## src/rtl/svm_window_scheduler.sv

```systemverilog
// ---------------------------------------------------------------------------
// svm_window_scheduler
//
// Purpose: walks every sliding window of one HOG block-feature frame in raster
// order (wx fastest, then wy, stride one block). It answers each SVM word
// request with the next block word of the current window (bx fastest, then by),
// fetched from the frame feature buffer. It then collects one classification
// per window and reports it together with the window id.
//
// Ports:
//   clk, rst        clock, synchronous active-high reset
//   start           frame features complete in buffer (ignored while busy)
//   busy, done      frame in progress / one-cycle end-of-frame pulse
//   rd_en, rd_addr  buffer read strobe and address
//   rd_data         buffer word, valid one cycle after rd_en
//   svm_request     SVM asks for the next block word
//   svm_ready       one-cycle pulse, svm_data valid
//   svm_data        block word to SVM (holds between pulses)
//   svm_o_valid     SVM window result valid
//   svm_is_person   SVM decision
//   svm_result      SVM score
//   det_valid       one-cycle pulse per reported window
//   det_sw_id       window id of the reported result
//   det_is_person   registered decision
//   det_score       registered score
//   person_cnt      persons found this frame (saturating)
//
// Optional build macro SCHED_TIMEOUT_EN adds parameter TIMEOUT and the
// sticky output err_timeout. A window whose result does not arrive within
// TIMEOUT cycles is reported as "no person, score 0", and the frame goes on.
// ---------------------------------------------------------------------------
module svm_window_scheduler #(
    parameter int DATA_W  = 768,
    parameter int SW_W    = 11,
    parameter int FRM_BX  = 39,
    parameter int FRM_BY  = 29,
    parameter int WIN_BX  = 7,
    parameter int WIN_BY  = 15,
    parameter int ADDR_W  = 11,
    parameter int FEA_W   = 32
`ifdef SCHED_TIMEOUT_EN
    , parameter int TIMEOUT = 1023
`endif
) (
    input  logic              clk,
    input  logic              rst,
    input  logic              start,
    output logic              busy,
    output logic              done,
    output logic              rd_en,
    output logic [ADDR_W-1:0] rd_addr,
    input  logic [DATA_W-1:0] rd_data,
    input  logic              svm_request,
    output logic              svm_ready,
    output logic [DATA_W-1:0] svm_data,
    input  logic              svm_o_valid,
    input  logic              svm_is_person,
    input  logic [FEA_W-1:0]  svm_result,
    output logic              det_valid,
    output logic [SW_W-1:0]   det_sw_id,
    output logic              det_is_person,
    output logic [FEA_W-1:0]  det_score,
    output logic [SW_W-1:0]   person_cnt
`ifdef SCHED_TIMEOUT_EN
    , output logic            err_timeout
`endif
);
    localparam int NWX  = FRM_BX - WIN_BX + 1;
    localparam int NWY  = FRM_BY - WIN_BY + 1;
    localparam int BX_W = $clog2(WIN_BX + 1);
    localparam int BY_W = $clog2(WIN_BY + 1);
    localparam int WX_W = $clog2(NWX + 1);
    localparam int WY_W = $clog2(NWY + 1);

    localparam logic [2:0] S_IDLE     = 3'd0;
    localparam logic [2:0] S_WAIT_REQ = 3'd1;
    localparam logic [2:0] S_READ     = 3'd2;
    localparam logic [2:0] S_LOAD     = 3'd3;
    localparam logic [2:0] S_PRESENT  = 3'd4;
    localparam logic [2:0] S_WAIT_RES = 3'd5;
    localparam logic [2:0] S_DONE     = 3'd6;

    logic [2:0]        r_state;
    logic [BX_W-1:0]   r_bx;
    logic [BY_W-1:0]   r_by;
    logic [WX_W-1:0]   r_wx;
    logic [WY_W-1:0]   r_wy;
    // r_win_base = wy*FRM_BX + wx ; r_row_base = r_win_base + by*FRM_BX
    logic [ADDR_W-1:0] r_win_base;
    logic [ADDR_W-1:0] r_row_base;
    logic [SW_W-1:0]   r_sw_id;
    logic [DATA_W-1:0] r_svm_data;
    logic              r_det_valid;
    logic [SW_W-1:0]   r_det_sw_id;
    logic              r_det_is_person;
    logic [FEA_W-1:0]  r_det_score;
    logic [SW_W-1:0]   r_person_cnt;

    logic              w_timeout;
    logic              w_res_fire;
    logic              w_res_person;
    logic [FEA_W-1:0]  w_res_score;
    logic              w_last_bx;
    logic              w_last_by;
    logic              w_last_wx;
    logic              w_last_win;

    assign w_last_bx  = (r_bx == BX_W'(WIN_BX - 1));
    assign w_last_by  = (r_by == BY_W'(WIN_BY - 1));
    assign w_last_wx  = (r_wx == WX_W'(NWX - 1));
    assign w_last_win = w_last_wx && (r_wy == WY_W'(NWY - 1));

    // A real result always wins over a timeout arriving in the same cycle.
    assign w_res_fire   = (r_state == S_WAIT_RES) && (svm_o_valid || w_timeout);
    assign w_res_person = svm_o_valid ? svm_is_person : 1'b0;
    assign w_res_score  = svm_o_valid ? svm_result : '0;

`ifdef SCHED_TIMEOUT_EN
    localparam int TO_W = $clog2(TIMEOUT + 1);
    logic [TO_W-1:0] r_to_cnt;
    logic            r_err_timeout;

    assign w_timeout   = (r_state == S_WAIT_RES) && !svm_o_valid &&
                         (r_to_cnt == TO_W'(TIMEOUT));
    assign err_timeout = r_err_timeout;

    always_ff @(posedge clk) begin
        if (rst) begin
            r_to_cnt      <= '0;
            r_err_timeout <= 1'b0;
        end else begin
            if ((r_state == S_WAIT_RES) && !w_res_fire)
                r_to_cnt <= r_to_cnt + TO_W'(1);
            else
                r_to_cnt <= '0;
            if ((r_state == S_IDLE) && start)
                r_err_timeout <= 1'b0;
            else if (w_timeout)
                r_err_timeout <= 1'b1;
        end
    end
`else
    assign w_timeout = 1'b0;
`endif

    always_ff @(posedge clk) begin
        if (rst) begin
            r_state         <= S_IDLE;
            r_bx            <= '0;
            r_by            <= '0;
            r_wx            <= '0;
            r_wy            <= '0;
            r_win_base      <= '0;
            r_row_base      <= '0;
            r_sw_id         <= '0;
            r_svm_data      <= '0;
            r_det_valid     <= 1'b0;
            r_det_sw_id     <= '0;
            r_det_is_person <= 1'b0;
            r_det_score     <= '0;
            r_person_cnt    <= '0;
        end else begin
            r_det_valid <= 1'b0;
            case (r_state)
                S_IDLE: begin
                    if (start) begin
                        r_state      <= S_WAIT_REQ;
                        r_bx         <= '0;
                        r_by         <= '0;
                        r_wx         <= '0;
                        r_wy         <= '0;
                        r_win_base   <= '0;
                        r_row_base   <= '0;
                        r_sw_id      <= '0;
                        r_person_cnt <= '0;
                    end
                end
                S_WAIT_REQ: if (svm_request) r_state <= S_READ;
                S_READ:     r_state <= S_LOAD;
                S_LOAD: begin
                    r_svm_data <= rd_data;
                    r_state    <= S_PRESENT;
                end
                S_PRESENT: begin
                    if (w_last_bx) begin
                        r_bx <= '0;
                        if (w_last_by) begin
                            r_by    <= '0;
                            r_state <= S_WAIT_RES;
                        end else begin
                            r_by       <= r_by + BY_W'(1);
                            r_row_base <= r_row_base + ADDR_W'(FRM_BX);
                            r_state    <= S_WAIT_REQ;
                        end
                    end else begin
                        r_bx    <= r_bx + BX_W'(1);
                        r_state <= S_WAIT_REQ;
                    end
                end
                S_WAIT_RES: begin
                    if (w_res_fire) begin
                        r_det_valid     <= 1'b1;
                        r_det_sw_id     <= r_sw_id;
                        r_det_is_person <= w_res_person;
                        r_det_score     <= w_res_score;
                        if (w_res_person && (r_person_cnt != '1))
                            r_person_cnt <= r_person_cnt + SW_W'(1);
                        if (w_last_win) begin
                            r_state <= S_DONE;
                        end else begin
                            r_sw_id <= r_sw_id + SW_W'(1);
                            r_state <= S_WAIT_REQ;
                            if (w_last_wx) begin
                                // Row wrap: from wy*FRM_BX+NWX-1 to (wy+1)*FRM_BX
                                // is exactly +WIN_BX.
                                r_wx       <= '0;
                                r_wy       <= r_wy + WY_W'(1);
                                r_win_base <= r_win_base + ADDR_W'(WIN_BX);
                                r_row_base <= r_win_base + ADDR_W'(WIN_BX);
                            end else begin
                                r_wx       <= r_wx + WX_W'(1);
                                r_win_base <= r_win_base + ADDR_W'(1);
                                r_row_base <= r_win_base + ADDR_W'(1);
                            end
                        end
                    end
                end
                S_DONE:  r_state <= S_IDLE;
                default: r_state <= S_IDLE;
            endcase
        end
    end

    assign busy          = (r_state != S_IDLE) && (r_state != S_DONE);
    assign done          = (r_state == S_DONE);
    assign rd_en         = (r_state == S_READ);
    assign rd_addr       = r_row_base + ADDR_W'(r_bx);
    assign svm_ready     = (r_state == S_PRESENT);
    assign svm_data      = r_svm_data;
    assign det_valid     = r_det_valid;
    assign det_sw_id     = r_det_sw_id;
    assign det_is_person = r_det_is_person;
    assign det_score     = r_det_score;
    assign person_cnt    = r_person_cnt;

endmodule

```

## config.mk

```make
export PLATFORM = sky130hd
export DESIGN_NAME = svm_window_scheduler
export DESIGN_NICKNAME = d
export VERILOG_FILES = /design/src/rtl/svm_window_scheduler.sv
export SDC_FILE = /design/constraint.sdc
export NUM_CORES = 2
export LEC_CHECK = 0
export BUFFER_PORTS_ARGS = -buffer_cell sky130_fd_sc_hd__buf_2
export CAP_MARGIN = 20
export CELL_PAD_IN_SITES_DETAIL_PLACEMENT = 1
export CELL_PAD_IN_SITES_GLOBAL_PLACEMENT = 2
export CORE_AREA = 3 3 643 645
export DETAILED_ROUTE_END_ITERATION = 8
export DIE_AREA = 0 0 646 648
export PLACE_DENSITY_LB_ADDON = 0.1
export SYNTH_ARGS = -nofsm -noshare
export SYNTH_HDL_FRONTEND = slang
export SYNTH_SLANG_ARGS = --single-unit
```

## constraint.sdc

```tcl
create_clock -name clk -period 2.7 [get_ports clk]
set_input_delay 0.405 -clock clk [delete_from_list [all_inputs] [get_ports clk]]
set_output_delay 0.405 -clock clk [all_outputs]
set_load 0.02 [all_outputs]
```

==> results.cfg <==
[sta]
fin_worst_skew_ns = 0.0391
period_share_pct = 105
hold_viol_final = 0
setup_viol = 4
fin_setup_tns_ns = -0.415
slew_headroom_pct = 45.6
period_needed_ns = 2.84
setup_ws_ns = -0.145
maxSlewViolCount = 0
fmax_ghz = 0.351
grt_setup_unrepaired = yes
tightest_slew_ns = 0.815

[power]
pwr-share-clk_pct = 52.6
power_density_nw_per_um2 = 609
swShare_pct = 27.4
leakagePower_uw = 0.0238
pwr-share-comb_pct = 10.7
p_sw_uw = 9940
p_int_uw = 26400
vdd_ir_drop_max_mv = 0.362
p_seq_share_pct = 36.8

[grt]
grt_use_total_pct = 12.6
grt.overflow.total = 0
antenna_found_initial = 125
grt_pass1_vias = 40170
grt_pass1_wl_um = 365000
grt_max_degree = 70

[hold_path]
hp-class = in2reg
min_path_cells = 3

[final_layout]
layout.cells.non_filler = 12034
drive_gt1_share_pct = 31.2
layout.nets = 7253
syn_to_final_growth_pct = 90.5

[placed_design]
dp_hpwl_um = 225000
place_congestion = 0.777
port_buffers = 1644
pre_cts_ws_ns = 0.0962
placed_cells = 10923

[logic_synthesis]
synth_top_cells_by_count = 1662 x nand2_1, 877 x dfxtp_1, 853 x a21oi_1
synth_fa_ha_area_share_pct = 0.584
synth_compound_area_share_pct = 15.0
synth_top_family_by_area = simple AND/OR/NAND/NOR gates
yosys.area_share.simple_pct = 23.2
yosysTopAreaCellShare_pct = 56.1
synth_seq_area_share_pct = 56.1
synth_area_sq_um = 31300
synthFlopType = dfxtp_1
postSynth.asyncResetShare_pct = 0
synthMuxAreaShare_pct = 0.0999
yosysTopAreaCell = dfxtp_1
netlist_top_cells_area = dfxtp_1 56%, nand2_1 20%, a21oi_1 14%
synthesis.nets = 4822
synth_seq_cells = 877
syn_area_per_cell_sq_um = 7.82
synth_cell_type_count = 66
synth_most_common_cell = nand2_1
yosysWarnings = 0
synth-edff-count = 0
synth-xor-area-share_pct = 1.12
syn-instance-count = 4002

[routing]
viasPerCell = 3.13
firstDrtPassIters = 5
finalWirelength_um = 277000
initialDrtViolationCount = 1147
drc = 0
vias = 37623
drt-wirelength-per-cell_um = 23.0
ant_nets = 0

[clock_network]
htreeDepth = 4
cts_tree = done
root_buffer = clkbuf_16
cts_buffers = 145
cts_buffer_depth = 4
clock_latency_ns = 0.81
clkTransAtPathRegs_ns = 0.05
clock-sinks = 877

[run_status]
violations = negative setup slack
status = finished with violations

[flow_run]
drv_cap = 0

[die]
die_w_um = 646
num_io_pins = 1645
core_area_sq_um = 409000
core.rowCount = 235
dieArea_sq_um = 419000
die_h_um = 648
initial_core_util_pct = 7.66

[worst_setup_path]
worstPathArrival_ns = 2.44
cp_max_fo = 3
required_ns = 2.30
start_kind = flip-flop
end_kind = output port
reg2regPathDepth = 7
critPathKind = reg2out
==> cells in the final DEF, fill, tap and decap left out, types with 30 or more instances in the layout <==
master	n
clkbuf_1	43
nor2_1	55
buf_12	30
buf_4	106
clkbuf_8	32
nand2_1	1661
dfxtp_1	867
buf_2	1633
diode_2	52
a21oi_1	851
dlygate4sd3_1	807
clkbuf_16	149
==> power by group through the flow <==
stage | logic [uW] | registers (uW) | clock network (uW)
after floorplan | 834 | 13900 | 0
after global placement | 2870 | 13600 | 0
after detailed placement | 2880 | 13600 | 0
after CTS | 4070 | 13300 | 20300
after global routing | 4230 | 13400 | 20700
final | 3880 | 13300 | 19100
==> critical path, stage by stage (launching register included) <==
cell	delay (ns)
dfxtp_2	0.35
ha_4	0.14
inv_2	0.03
fa_2	0.34
nor2b_2	0.14
nor2_2	0.05
nor2_2	0.12
nand3_1	0.11
xnor2_1	0.16
buf_4	0.16
==> flip-flops by register name, indices dropped and copies added (netlist names), 4 cells and up <==
signal      count
det_score      32
det_sw_id      11
person_cnt     11
r_by            4
r_row_base     11
r_sw_id        11
r_win_base     11
r_wx            6
r_wy            4
svm_data      768
==> stage by stage <==
stage | power [uW] | util, % | instance area [sq um] | hold WS, ns
after floorplan | 14700 | - | 31300 | 0.444
after global placement | 16500 | 11.4 | 46500 | 0.440
after detailed placement | 16500 | 11.4 | 46500 | 0.443
after CTS | 37700 | 14.5 | 59400 | 0.000156
after global routing | 38300 | 14.6 | 59600 | 0.00771
final | 36300 | 14.6 | 59600 | 0.0890
==> final cells by class <==
class / instances / area (sq um)
Tap cell: 5451 / 6820
Clock inverter: 21 / 287
Inverter: 14 / 55.1
Antenna cell: 52 / 130
Sequential cell: 877 / 17600
Fill cell: 48784 / 349000
Clock buffer: 224 / 4330
Multi-Input combinational cell: 2813 / 12700
Timing Repair Buffer: 2582 / 17700
==> cell families (layout without fill, tap and decap cells) <==
| family | Yosys count | in the layout |
|---|---|---|
| flip-flops | 877 | 877 |
| AO/OA/AOI/OAI | 915 | 915 |
| other | 0 | 52 |
| multiplexers | 3 | 3 |
| adder cells (fa/ha/maj) | 14 | 14 |
| XOR/XNOR | 40 | 40 |
| AND/OR/NAND/NOR | 1841 | 1841 |
| buffers and inverters | 312 | 2841 |
==> metal layers <==
metal / part of all wire, % / GRT usage, %
met5: 0.16 / 0
met1: 35 / 12.5
met2: 56 / 25.6
met4: 2.1 / 2.64
met3: 6.2 / 3.70
==> timing repair <==
item,CTS,global route
endpoints found under the setup margin,12,22
setup buffers,7,0
resized for setup,44,12
pin swaps,11,7
hold buffers,806,1
hold endpoints to repair,800,1
==> path summary, 6_finish.rpt <==
path / start / endpoint / slack [ns]
worst max register to register: r_state[1] / svm_data[561] / 0.20
worst max-delay path: r_row_base[0] / rd_addr[10] / -0.14
worst min register to register: svm_data[699] / svm_data[699] / 0.45
worst min-delay path: rd_data[355] / svm_data[355] / 0.09
No activity file was read; power rests on OpenSTA's default activity.
